## config.mk

```make
export PLATFORM = sky130hd
export DESIGN_NAME = seq_normalizer
export DESIGN_NICKNAME = d
export VERILOG_FILES = /design/src/rtl/seq_normalizer.sv
export SDC_FILE = /design/constraint.sdc
export NUM_CORES = 1
export LEC_CHECK = 0
export ABC_CLOCK_PERIOD_IN_PS = 2130
export CAP_MARGIN = 20
export CORE_AREA = 5 5 61 63
export DETAILED_ROUTE_END_ITERATION = 7
export DIE_AREA = 0 0 66 68
export SLEW_MARGIN = 0
export SYNTH_ARGS = -nofsm -noshare
export SYNTH_HDL_FRONTEND = slang
export SYNTH_SLANG_ARGS = --single-unit
```

## constraint.sdc

```tcl
create_clock -name clk -period 2.13 [get_ports clk]
set_input_delay 0.213 -clock clk [delete_from_list [all_inputs] [get_ports clk]]
set_output_delay 0.213 -clock clk [all_outputs]
set_load 0.03 [all_outputs]
```

## src/rtl/seq_normalizer.sv

```systemverilog
// Multi-cycle normalizer: shifts a word toward MSB or LSB until the terminal bit is set.
// Optional NORM_FAST_EN: allows two-position steps when the top two bits are clear.
module seq_normalizer #(
    parameter int WIDTH = 8
) (
    input  logic                     clk,
    input  logic                     rst_n,
    input  logic                     start,
    input  logic [WIDTH-1:0]         data_in,
    input  logic                     direction,
    output logic                     busy,
    output logic                     done,
    output logic [WIDTH-1:0]         data_out,
    output logic [$clog2(WIDTH)-1:0] shift_amt,
    output logic                     zero
);
    localparam int CW = $clog2(WIDTH);

    typedef enum logic [1:0] {
        IDLE  = 2'd0,
        SHIFT = 2'd1,
        DONE  = 2'd2
    } state_t;

    state_t           state_q, state_d;
    logic [WIDTH-1:0] work_q, work_d;
    logic [CW-1:0]    cnt_q, cnt_d;
    logic             dir_q, dir_d;
    logic [WIDTH-1:0] data_out_q, data_out_d;
    logic [CW-1:0]    shift_amt_q, shift_amt_d;
    logic             zero_q, zero_d;

    logic terminal_bit;
    logic neighbour_bit;

    assign terminal_bit  = dir_q ? work_q[0] : work_q[WIDTH-1];
    assign neighbour_bit = dir_q ? work_q[1] : work_q[WIDTH-2];

    always_comb begin
        state_d     = state_q;
        work_d      = work_q;
        cnt_d       = cnt_q;
        dir_d       = dir_q;
        data_out_d  = data_out_q;
        shift_amt_d = shift_amt_q;
        zero_d      = zero_q;

        case (state_q)
            IDLE: begin
                if (start) begin
                    work_d  = data_in;
                    cnt_d   = '0;
                    dir_d   = direction;
                    state_d = SHIFT;
                end
            end
            SHIFT: begin
                if (work_q == '0) begin
                    zero_d      = 1'b1;
                    data_out_d  = '0;
                    shift_amt_d = '0;
                    state_d     = DONE;
                end else if (terminal_bit) begin
                    zero_d      = 1'b0;
                    data_out_d  = work_q;
                    shift_amt_d = cnt_q;
                    state_d     = DONE;
`ifdef NORM_FAST_EN
                end else if (!neighbour_bit) begin
                    // Two clear leading bits: the word cannot terminate on a single step.
                    work_d = dir_q ? (work_q >> 2) : (work_q << 2);
                    cnt_d  = cnt_q + CW'(2);
`endif
                end else begin
                    work_d = dir_q ? (work_q >> 1) : (work_q << 1);
                    cnt_d  = cnt_q + CW'(1);
                end
            end
            DONE: begin
                state_d = IDLE;
            end
            default: begin
                state_d = IDLE;
            end
        endcase
    end

    always_ff @(posedge clk) begin
        if (!rst_n) begin
            state_q     <= IDLE;
            work_q      <= '0;
            cnt_q       <= '0;
            dir_q       <= 1'b0;
            data_out_q  <= '0;
            shift_amt_q <= '0;
            zero_q      <= 1'b0;
        end else begin
            state_q     <= state_d;
            work_q      <= work_d;
            cnt_q       <= cnt_d;
            dir_q       <= dir_d;
            data_out_q  <= data_out_d;
            shift_amt_q <= shift_amt_d;
            zero_q      <= zero_d;
        end
    end

    // Status flags decode the state register only, so no input reaches an output combinationally.
    assign busy      = (state_q != IDLE);
    assign done      = (state_q == DONE);
    assign data_out  = data_out_q;
    assign shift_amt = shift_amt_q;
    assign zero      = zero_q;

    // The neighbour bit is only consulted when two-position steps are enabled.
    logic unused_ok;
    assign unused_ok = neighbour_bit;

endmodule

```

## Word-level counts from Yosys, hierarchy flattened

Index checks and enable logic that the tools add are counted.

- Mux-type cells: 20
- $add $sub $neg: 1
- Eq/ne operators: 6
- Reduce and logical (&&, ||, !) cells: 9

Operators by type and width:

| kind | count |
|---|---|
| $mux W8 | 6 |
| $pmux W8 S2 | 1 |
| $mux W3 | 5 |
| $logic_not A8 Y1 | 1 |
| $mux W2 | 3 |
| $ne A2 B2 Y1 const B | 3 |
| $pmux W3 S2 | 1 |
| $reduce_and A2 Y1 | 3 |
| $reduce_bool A2 Y1 | 3 |
| $pmux W2 S2 | 1 |
| $reduce_and A4 Y1 | 1 |
| $add A3 B1 Y3 const B | 1 |
| $mux W1 | 3 |
| $ne A3 B3 Y1 const B | 1 |
| $eq A2 B1 Y1 const B | 1 |
| $eq A2 B2 Y1 const B | 1 |
| $logic_not A2 Y1 | 1 |

- Logic and storage cells: 43
- Output and inout port bits: 14
- Register bits after elaboration: 26

## Logic depth before layout (Yosys ltp)

- Word-level depth: 4
- Gate-level depth with buffers: 6

## Least setup slack after synthesis

OpenSTA, ideal clock, no wires.

- Path kind: reg-to-reg
- Start: reg dir_q
- End: reg cnt_q[0]
- Required time: 2.063 ns
- Path slack: 0.658 ns
- Data arrival time: 1.405 ns
- Stages on the path, launching flop included: 6
- Setup time: 0.067 ns
- Cell sequence: dfxtp_1 buf_6 mux2_4 a21o_1 or4_4 o21ai_2

- Word-level cells in the longest chain between the ends: 3

RTL lines:

| what | line | text |
|---|---|---|
| start, declared | 28 | `logic dir_q, dir_d;` |
| start signal, assigned | 101 | `dir_q <= dir_d;` |
| $mux W1 | 36 | `assign terminal_bit = dir_q ? work_q[0] : work_q[WIDTH-1];` |
| $ne A2 B2 Y1 (no line) | - |  |
| $reduce_and A4 Y1 (no line) | - |  |
| end signal, assigned | 100 | `cnt_q <= cnt_d;` |
| end, declared | 27 | `logic [CW-1:0] cnt_q, cnt_d;` |

No other way between the ends.
A chain may end at the register's enable or synchronous reset.

## Final worst setup path

- Start: reg dir_q
- End: reg work_q[4]

- Word-level cells in the longest chain between the ends: 4

RTL lines:

| what | line | text |
|---|---|---|
| $mux W8 | 75 | `work_d = dir_q ? (work_q >> 1) : (work_q << 1);` |
| $mux W8 | 63 | `end else if (terminal_bit) begin` |
| $mux W8 | 58 | `if (work_q == '0) begin` |
| $pmux W8 S2 | 48 | `case (state_q)` |
| end signal, assigned | 99 | `work_q <= work_d;` |
| end, declared | 26 | `logic [WIDTH-1:0] work_q, work_d;` |

Parallel ways exist; a longest one is shown, timed or not. The select of a mux whose other input is x is not followed.

==> results.sh <==
export IMPL_worst_pin_slew_ns=0.585
export IMPL_grt_pass1_wl_um=4460
export IMPL_io_pins=26
export IMPL_synth_area_leader_cell="dfxtp_1"
export IMPL_ir_worst_vdd_v=0.000288
export IMPL_crit_slowest_cell="dfxtp_1"
export IMPL_hold_viol=0
export IMPL_cts_setup_buffers=0
export IMPL_grt_max_degree=20
export IMPL_critPathCaptureType="register"
export IMPL_hpwlAfterDp_um=1990
export IMPL_setup_tns_ns=0
export IMPL_worst_path_stages=5
export IMPL_async_reset_ff_frac=0
export IMPL_viasPerCell=4.81
export IMPL_gp_congestion=0.789
export IMPL_die_h_um=68
export IMPL_pre_cts_ws_ns=0.372
export IMPL_critPathTopFamily="compound AO/OA/AOI/OAI gates"
export IMPL_path_cells="mux2_4, a21o_1, o21ai_2, buf_4, mux2i_1"
export IMPL_place_inst=199
export IMPL_startpoint_type="register"
export IMPL_slew_limit_headroom=0.609
export IMPL_antenna_found_initial=0
export IMPL_ant_nets=0
export IMPL_critical_path_max_fanout=6
export IMPL_path_clk_slew_ns=0.15
export IMPL_fin_crit_sh=0.836
export IMPL_whs_path_depth=3
export IMPL_cp_arrival_ns=2.04
export IMPL_hp_class="input pin to register"
export IMPL_fin_ws_ns=0.350
export IMPL_synth_warnings=0
export IMPL_grt_overflow=0
export IMPL_area_growth_synth_to_final_pct=28.0
export IMPL_layout_common_cells="34 x nand2_1, 26 x dfxtp_1, 25 x clkdlybuf4s50_1"
export IMPL_synth_area_per_cell_sq_um=9.21
export IMPL_vias=976
export IMPL_critPathBufInv=1
export IMPL_detail_route_wl_per_cell_um=13.3
export IMPL_worstRegToRegCells=5
export IMPL_synth_cell_types=30
export IMPL_ys_flop_type="dfxtp_1"
export IMPL_chipWidth_um=66
export IMPL_antenna_cells=0
export IMPL_firstDrtPassIters=4
export IMPL_p_leak_nw=0.585
export IMPL_grt_setup_unrepaired="no"
export IMPL_cts_root_buf="clkbuf_4"
export IMPL_final_common_cell="nand2_1"
export IMPL_setup_violations=0
export IMPL_initial_core_util=0.379
export IMPL_first_global_vias=940
export IMPL_max_freq_mhz=562
export IMPL_grt_total_usage=0.130
export IMPL_insertion_delay_ns=0.32
export IMPL_finish_utilization=0.486
export IMPL_drcViolationCount=0
export IMPL_drt_total_wl_um=2710
export IMPL_power_density_nw_per_um2=805
export IMPL_synth_top_area_frac=0.432
export IMPL_syn_cell_area_sq_um=1210
export IMPL_ctsLongestPathBuffers=2
export IMPL_ctsHtreeMaxLevel=1
export IMPL_io_buffers=25
export IMPL_post_route_min_period_ns=1.78
export IMPL_nets=171
export IMPL_worstSetupPathType="register to register"
export IMPL_syn_nets=144
export IMPL_rows=21
export IMPL_numCtsBuffers=3
export IMPL_required_ns=2.39
export IMPL_drv_cap=0
export IMPL_dieArea_sq_um=4490
export IMPL_drtIter0Drc=41
export IMPL_cts_resized=0
export IMPL_synth_cells=131
export IMPL_core_sq_um=3180
export IMPL_cts_sinks=26
export IMPL_status="completed"
export IMPL_slew_viol_final=0
export IMPL_fillers=307
export IMPL_hold_buffers=0
export IMPL_ys_seq_area_frac=0.432
export IMPL_slowest_delay_ns=0.40
export IMPL_synth_edf_count=0
export IMPL_r2r_slack_ns=0.35
export IMPL_cts_tree="yes"
export IMPL_drive_gt1_frac=0.102
export IMPL_stdcell_count=203
export IMPL_skew_ns=0.00213
export IMPL_synth_seq_cells=26
export IMPL_netlist_top_cells_area="dfxtp_1 43%, mux2i_1 19%, nand2_1 11%"
## routing by layer
layer / vias to the layer above / track usage / wire length (um) / part of all wire
li1: 507 / - / - / -
met1: 449 / 0.183 / 1350 / 0.50
met3: 2 / 0.0296 / 152 / 0.056
met4: 0 / 0.0457 / 19 / 0.0070
met5: - / 0 / 0 / 0
met2: 18 / 0.194 / 1190 / 0.44
## cells in the mapped netlist, types with 2 or more instances
library cell	number
nor2_1	2
nand2_1	34
o211ai_1	6
nand4b_1	2
o22ai_1	3
o21ai_2	2
a21oi_1	2
mux2i_1	23
dfxtp_1	26
inv_1	2
nor2b_1	2
clkbuf_1	4
buf_6	2
nand3_1	3
buf_2	2
nor4_1	2
## where the power goes
part	switching, W	leakage (nW)	internal (W)
registers	0.0000464	0.212	0.000538
logic	0.000221	0.352	0.000182
clock network	0.000151	0.0210	0.000104
## final cells by class
cell class                 instances  area, sq um  area share
multi-input combinational         94          627       0.406
tap                               46         57.6      0.0373
clock buffer                       4         36.3      0.0235
sequential                        26          520       0.337
timing repair buffer              31          295       0.191
inverter                           2         7.51     0.00486
## registers in the layout, summed over array words and instances (netlist names)
| signal | flops |
|---|---|
| data_out | 8 |
| work_q | 8 |
| cnt_q | 3 |
| shift_amt | 3 |
| state_q | 2 |
| dir_q | 1 |
| zero | 1 |
## worst min-delay path, delay by kind of cell
family | cells | cell delay [ns]
buffers and inverters | 1 | 0.40
and+or+nand+nor | 1 | 0.06
AOI/OAI and AO/OA | 1 | 0.05
## metrics by stage
step / hold slack (ns) / total power (W) / area [sq um]
2_1_floorplan: 0.360 / 0.000878 / 1210
3_3_place_gp: 0.443 / 0.000995 / 1510
3_5_place_dp: 0.448 / 0.00100 / 1510
4_1_cts: 0.436 / 0.00125 / 1540
5_1_grt: 0.436 / 0.00131 / 1540
6_report: 0.437 / 0.00124 / 1540
## path summary, 6_finish.rpt
kind               startpoint          end
setup / recovery        dir_q    work_q[4]
hold / removal      direction        dir_q
hold reg to reg   data_out[3]  data_out[3]
setup reg to reg        dir_q    work_q[4]
## cells by family (layout without fill, tap and decap cells)
family / count (synthesis) / after routing / synth area share
and+or+nand+nor: 51 / 51 / 0.197
DFF: 26 / 26 / 0.432
muxes: 25 / 25 / 0.213
AOI/OAI and AO/OA: 17 / 17 / 0.0996
buffers and inverters: 11 / 37 / 0.0487
adders and majority gates: 1 / 1 / 0.0104
Power figures use the tool's default switching activity.
